**config.mk**
```make
export PLATFORM = sky130hd
export DESIGN_NAME = alu_pipe
export DESIGN_NICKNAME = d
export VERILOG_FILES = /design/src/rtl/alu_pkg.sv /design/src/rtl/alu_core.sv /design/src/rtl/alu_pipe.sv
export SDC_FILE = /design/constraint.sdc
export NUM_CORES = 1
export LEC_CHECK = 0
export CAP_MARGIN = 20
export CORE_ASPECT_RATIO = 1.75
export CORE_MARGIN = 2
export CORE_UTILIZATION = 40
export CTS_BUF_LIST = sky130_fd_sc_hd__clkbuf_8
export DETAILED_ROUTE_END_ITERATION = 8
export PLACE_DENSITY = 0.69
export REMOVE_ABC_BUFFERS = 1
export SLEW_MARGIN = 20
export SYNTH_ARGS = -nofsm -noshare
export SYNTH_HDL_FRONTEND = slang
export SYNTH_SLANG_ARGS = --single-unit
```
**constraint.sdc**
```tcl
create_clock -name clk -period 5.4 [get_ports clk]
set_input_delay 1.08 -clock clk [delete_from_list [all_inputs] [get_ports clk]]
set_output_delay 1.08 -clock clk [all_outputs]
set_load 0.02 [all_outputs]
```
**src/rtl/alu_pkg.sv**
```systemverilog
// Shared op encodings and flag-vector layout for the pipelined ALU.
package alu_pkg;

    localparam logic [2:0] OP_ADD = 3'b000;
    localparam logic [2:0] OP_SUB = 3'b001;
    localparam logic [2:0] OP_AND = 3'b010;
    localparam logic [2:0] OP_OR  = 3'b011;
    localparam logic [2:0] OP_XOR = 3'b100;
    localparam logic [2:0] OP_NOT = 3'b101;
    localparam logic [2:0] OP_SHL = 3'b110;
    localparam logic [2:0] OP_SHR = 3'b111;

    localparam int unsigned FLAG_C = 0;
    localparam int unsigned FLAG_Z = 1;
    localparam int unsigned FLAG_N = 2;
    localparam int unsigned FLAG_V = 3;
    localparam int unsigned FLAG_W = 4;

    typedef logic [FLAG_W-1:0] flags_t;

endpackage

```
**src/rtl/alu_core.sv**
```systemverilog
// Combinational op/flag datapath between the operand and result stages.
// Macro ALU_SAT_EN: ADD/SUB clamp on carry/borrow instead of wrapping.
module alu_core
    import alu_pkg::*;
#(
    parameter int unsigned WIDTH   = 8,
    parameter int unsigned SHAMT_W = $clog2(WIDTH)
) (
    input  logic [WIDTH-1:0] a,
    input  logic [WIDTH-1:0] b,
    input  logic [2:0]       op,
    output logic [WIDTH-1:0] result,
    output flags_t           flags
);

    logic [WIDTH:0]     sum;
    logic [WIDTH:0]     diff;
    logic [WIDTH:0]     shl;
    logic [WIDTH:0]     shr;
    logic [SHAMT_W-1:0] n;
    logic               sa;
    logic               sb;
    logic               carry;
    logic               ovf;
    logic [WIDTH-1:0]   res;

    // Shifts run one bit wider so the last bit shifted out lands in a fixed slot.
    always_comb begin
        n    = b[SHAMT_W-1:0];
        sa   = a[WIDTH-1];
        sb   = b[WIDTH-1];
        sum  = {1'b0, a} + {1'b0, b};
        diff = {1'b0, a} - {1'b0, b};
        shl  = {1'b0, a} << n;
        shr  = {a, 1'b0} >> n;
    end

    always_comb begin
        res   = '0;
        carry = 1'b0;
        ovf   = 1'b0;
        case (op)
            OP_ADD: begin
                res   = sum[WIDTH-1:0];
                carry = sum[WIDTH];
                ovf   = (sa == sb) && (sum[WIDTH-1] != sa);
`ifdef ALU_SAT_EN
                if (carry) res = '1;
`endif
            end
            OP_SUB: begin
                res   = diff[WIDTH-1:0];
                carry = diff[WIDTH];
                ovf   = (sa != sb) && (diff[WIDTH-1] != sa);
`ifdef ALU_SAT_EN
                if (carry) res = '0;
`endif
            end
            OP_AND: res = a & b;
            OP_OR:  res = a | b;
            OP_XOR: res = a ^ b;
            OP_NOT: res = ~a;
            OP_SHL: begin
                res   = shl[WIDTH-1:0];
                carry = shl[WIDTH];
            end
            OP_SHR: begin
                res   = shr[WIDTH:1];
                carry = shr[0];
            end
            default: res = '0;
        endcase
    end

    always_comb begin
        result         = res;
        flags          = '0;
        flags[FLAG_C]  = carry;
        flags[FLAG_Z]  = (res == '0);
        flags[FLAG_N]  = res[WIDTH-1];
        flags[FLAG_V]  = ovf;
    end

endmodule

```
**src/rtl/alu_pipe.sv**
```systemverilog
// Two-stage valid/ready pipelined ALU with a sticky signed-overflow status.
// Macro ALU_SAT_EN (see alu_core) selects saturating ADD/SUB.
module alu_pipe
    import alu_pkg::*;
#(
    parameter int unsigned WIDTH   = 8,
    parameter int unsigned SHAMT_W = $clog2(WIDTH)
) (
    input  logic             clk,
    input  logic             rst,
    input  logic             in_valid,
    output logic             in_ready,
    input  logic [WIDTH-1:0] a,
    input  logic [WIDTH-1:0] b,
    input  logic [2:0]       op,
    output logic             out_valid,
    input  logic             out_ready,
    output logic [WIDTH-1:0] result,
    output logic             carry_out,
    output logic             zero,
    output logic             neg,
    output logic             ovf,
    input  logic             clr_sticky,
    output logic             ovf_sticky
);

    logic             s1_valid;
    logic [WIDTH-1:0] s1_a;
    logic [WIDTH-1:0] s1_b;
    logic [2:0]       s1_op;
    logic             s2_adv;
    logic [WIDTH-1:0] core_result;
    flags_t           core_flags;

    // Both stages shift together whenever the result slot is free or draining.
    always_comb begin
        s2_adv   = !out_valid || out_ready;
        in_ready = !s1_valid || s2_adv;
    end

    always_ff @(posedge clk or posedge rst) begin
        if (rst) begin
            s1_valid <= 1'b0;
            s1_a     <= '0;
            s1_b     <= '0;
            s1_op    <= OP_ADD;
        end else if (in_ready) begin
            s1_valid <= in_valid;
            if (in_valid) begin
                s1_a  <= a;
                s1_b  <= b;
                s1_op <= op;
            end
        end
    end

    alu_core #(
        .WIDTH   (WIDTH),
        .SHAMT_W (SHAMT_W)
    ) u_core (
        .a      (s1_a),
        .b      (s1_b),
        .op     (s1_op),
        .result (core_result),
        .flags  (core_flags)
    );

    always_ff @(posedge clk or posedge rst) begin
        if (rst) begin
            out_valid <= 1'b0;
            result    <= '0;
            carry_out <= 1'b0;
            zero      <= 1'b0;
            neg       <= 1'b0;
            ovf       <= 1'b0;
        end else if (s2_adv) begin
            out_valid <= s1_valid;
            if (s1_valid) begin
                result    <= core_result;
                carry_out <= core_flags[FLAG_C];
                zero      <= core_flags[FLAG_Z];
                neg       <= core_flags[FLAG_N];
                ovf       <= core_flags[FLAG_V];
            end
        end
    end

    // A departing overflow beat beats a simultaneous clear.
    always_ff @(posedge clk or posedge rst) begin
        if (rst) begin
            ovf_sticky <= 1'b0;
        end else if (out_valid && out_ready && ovf) begin
            ovf_sticky <= 1'b1;
        end else if (clr_sticky) begin
            ovf_sticky <= 1'b0;
        end
    end

endmodule

```
==> impl_results.md <==
* Cell Pwr Density at 345 mW/mm²
* FP Rows at 42
* Type of origin of the critical path: primary input
* Final period util at 63.3%
* Crit path DAT at 2.34 ns
* Vias per Instance at 6.10
* Cts hold-fix bufs at 0
* Global route overflow at 0
* Detailed Place HPWL at 6.61 mm
* Antenna cell count at 0
* Ys async rst share at 100%
* Fmax at 293 MHz
* Post-synth top flop: dfrtp_1
* Via count at 2829
* Layout cell share with drive strength beyond 1 at 12.0%
* Crit-path max FO at 3
* Crit. End Element: primary output
* Register area share after synthesis at 26.5%
* Peak supply drop at 0.160 mV
* Mapped cell area at 0.00312 mm²
* CTS tree: done
* Max-slew violation count at 0
* Post-synth EDFFs at 0
* Post-CTS Setup Bufs at 0
* Residual DRC count at 0
* Complex-gate fraction of the synthesized area at 24.2%
* All-Layer GR Usage at 20.9%
* Status: completed
* Syn_area_per_cell at 8.83 µm²
* Slew HR at 40.2%
* Drt wl/cell at 18.9 µm
* Chip height at 121 µm
* Final setup viols at 0
* Total wire length after detailed routing at 8.76 mm
* Die area at 0.00854 mm²
* Reg clk slew, reported paths at 0.07 ns
* Xor-xnor portion of the synthesized cell area at 1.69%
* Largest stage delay, worst path at 0.62 ns
* Synthesis-stage register bit count at 33
* Port Buffers at 38
* Max Cap Viol at 0
* Starting DRT DRC Count at 223
* Unrepaired setup endpoints after global routing: no
* Post-synthesis mux area share at 14.6%
* Pre-CTS setup slack at 1.95 ns
* Top area cells in the synthesized netlist: dfrtp_1 26%, ha_1 10%, mux2_2 8.3%, o21ai_0 3.7%, inv_1 3.5%
* Top cell family by delay on the critical path: buffers and inverters
* Tmin final at 3.42 ns
* Worst hold path class: register to register
* Final #Nets at 428
* Worst path most repeated cell: clkdlybuf4s50_1
* Syn Inst Count at 353
* CTS buffer count at 5
* Clk_lat worst skew at 0.30 ns
* Largest family of logic cells by synthesized area: compound AO/OA/AOI/OAI gates
* Yosys top cell by area: dfrtp_1
* Area share of the largest cell type after synthesis at 26.5%
* Final worst setup slack at 1.98 ns
* Layout area overhead at 14.8%
* RD Place Congestion at 1.00
* Critical path, cell by cell: clkdlybuf4s50_1 > nand3b_1 > clkdlybuf4s50_1
* Initial antenna violation count at 0
* Final Hold Fails at 0
* Max stage delay cell, worst path: clkdlybuf4s50_1
* PostCTS Resize Cnt at 0
* I/O pin count at 39
* Crit Path Category: primary input to primary output
* Post-route ant nets at 0
* Setup TNS at 0 ns
* Die Span X at 70.7 µm
* # clock sinks at 33
* Worst Skew at 0.0140 ns
* Leakage at 1.53 nW
* Netlist cell types at 66
* Post-Synth Adder-Cell Area at 11.3%
* Htree depth at 2
* WP data required at 4.32 ns
* Global-route wire length before repair at 13.9 mm
* Ys Warns at 0
* Least-Margin Pin Slew at 0.896 ns
* Root Buffer: clkbuf_8
* Drt first pass iters at 5
* Worst Path Buf+Inv at 2
* Starting Density at 41.2%
* Most instantiated library cell after synthesis: dfrtp_1
* Post-synth top cells: 33 x dfrtp_1, 29 x inv_1, 25 x ha_1, 25 x nand2_1
* Max Buffers Root-to-Sink at 2
* Largest net degree at the start of global routing at 34
* Post-Synth Simple-Gate Area at 14.2%
* Core area at 0.00757 mm²
* Vias in the first global route at 2746
## worst min-delay path: cells and delay by family (launching register included)
kind             cells  cell delay [ns]
AND/OR/NAND/NOR      1             0.05
flip-flops           1             0.35
AO/OA/AOI/OAI        1             0.06
## power by group
group / internal [W] / leakage [nW] / switching [W]
clock network: 0.0000848 / 0.0399 / 0.0000935
registers: 0.000299 / 0.392 / 0.0000877
logic: 0.000307 / 1.10 / 0.000363
## through the flow
stage	hold WS [ns]	utilization, %	cell area, µm²	instances	power [W]
after floorplan	0.480	-	3000	330	0.000819
after global placement	0.474	46.3	3500	458	0.00104
after detailed placement	0.488	46.3	3500	458	0.00105
after CTS	0.504	47.3	3580	464	0.00124
after global routing	0.526	47.3	3580	464	0.00132
final	0.504	47.3	3580	464	0.00124
## path summary, 6_finish.rpt
path	startpoint	end	slack [ns]	cells after the start
min in group asynchronous	rst	zero$_DFFE_PP0P_	1.17	3
worst max-delay path	out_ready	in_ready	1.98	3
worst max register to register	s1_b[2]$_DFFE_PP0P_	ovf$_DFFE_PP0P_	2.25	8
worst min-delay path	result[5]$_DFFE_PP0P_	result[5]$_DFFE_PP0P_	0.50	2
max in group asynchronous	rst	s1_a[5]$_DFFE_PP0P_	3.91	3
worst min register to register	result[5]$_DFFE_PP0P_	result[5]$_DFFE_PP0P_	0.50	2
## kinds of logic after synthesis
kind of cell | Yosys count
adders and majority gates | 27
and+or+nand+nor | 88
buffers and inverters | 54
xor gates and xnor gates | 6
AOI/OAI and AO/OA | 108
DFF | 33
muxes | 37
## state kept, by name, indices dropped and copies added, names as in the netlist
signal	flops
s1_b	8
ovf_sticky	1
s1_a	8
result	8
out_valid	1
ovf	1
carry_out	1
zero	1
s1_valid	1
s1_op	3
## cells in the final DEF (no fill, tap or decap), drive strengths merged, types with 3 or more instances in the layout
| cell type | synthesis | final |
|---|---|---|
| a211oi | 5 | 5 |
| a21o | 4 | 4 |
| a21oi | 22 | 22 |
| a221o | 3 | 3 |
| a311oi | 3 | 3 |
| a31oi | 4 | 4 |
| clkbuf | 10 | 5 |
| clkdlybuf4s50 | 0 | 38 |
| dfrtp | 33 | 33 |
| ha | 25 | 25 |
| inv | 30 | 30 |
| mux2 | 25 | 25 |
| mux2i | 8 | 8 |
| mux4 | 4 | 4 |
| nand2 | 25 | 25 |
| nand2b | 12 | 12 |
| nand3 | 5 | 5 |
| nor2 | 17 | 17 |
| nor2b | 6 | 6 |
| nor3 | 8 | 8 |
| nor3b | 3 | 3 |
| o211ai | 3 | 3 |
| o21ai | 25 | 25 |
| o21bai | 4 | 4 |
| o22ai | 9 | 9 |
| xnor2 | 5 | 5 |
## metal layers
metal  GRT usage, %  wire length, µm  up-vias
li1               -                -     1328
met1           22.6             3200     1353
met2           37.3             4620      114
met3           2.67              424       34
met4           13.8              510        0
met5              0                0        -
## layout make-up
cell class	count	area, µm²
multi-input combinational	266	2060
tap	88	110
clock inverter	1	5.00
clock buffer	5	68.8
inverter	31	116
sequential	33	826
fill	765	3990
timing repair buffer	40	395
(Power assumes the default switching activity.)
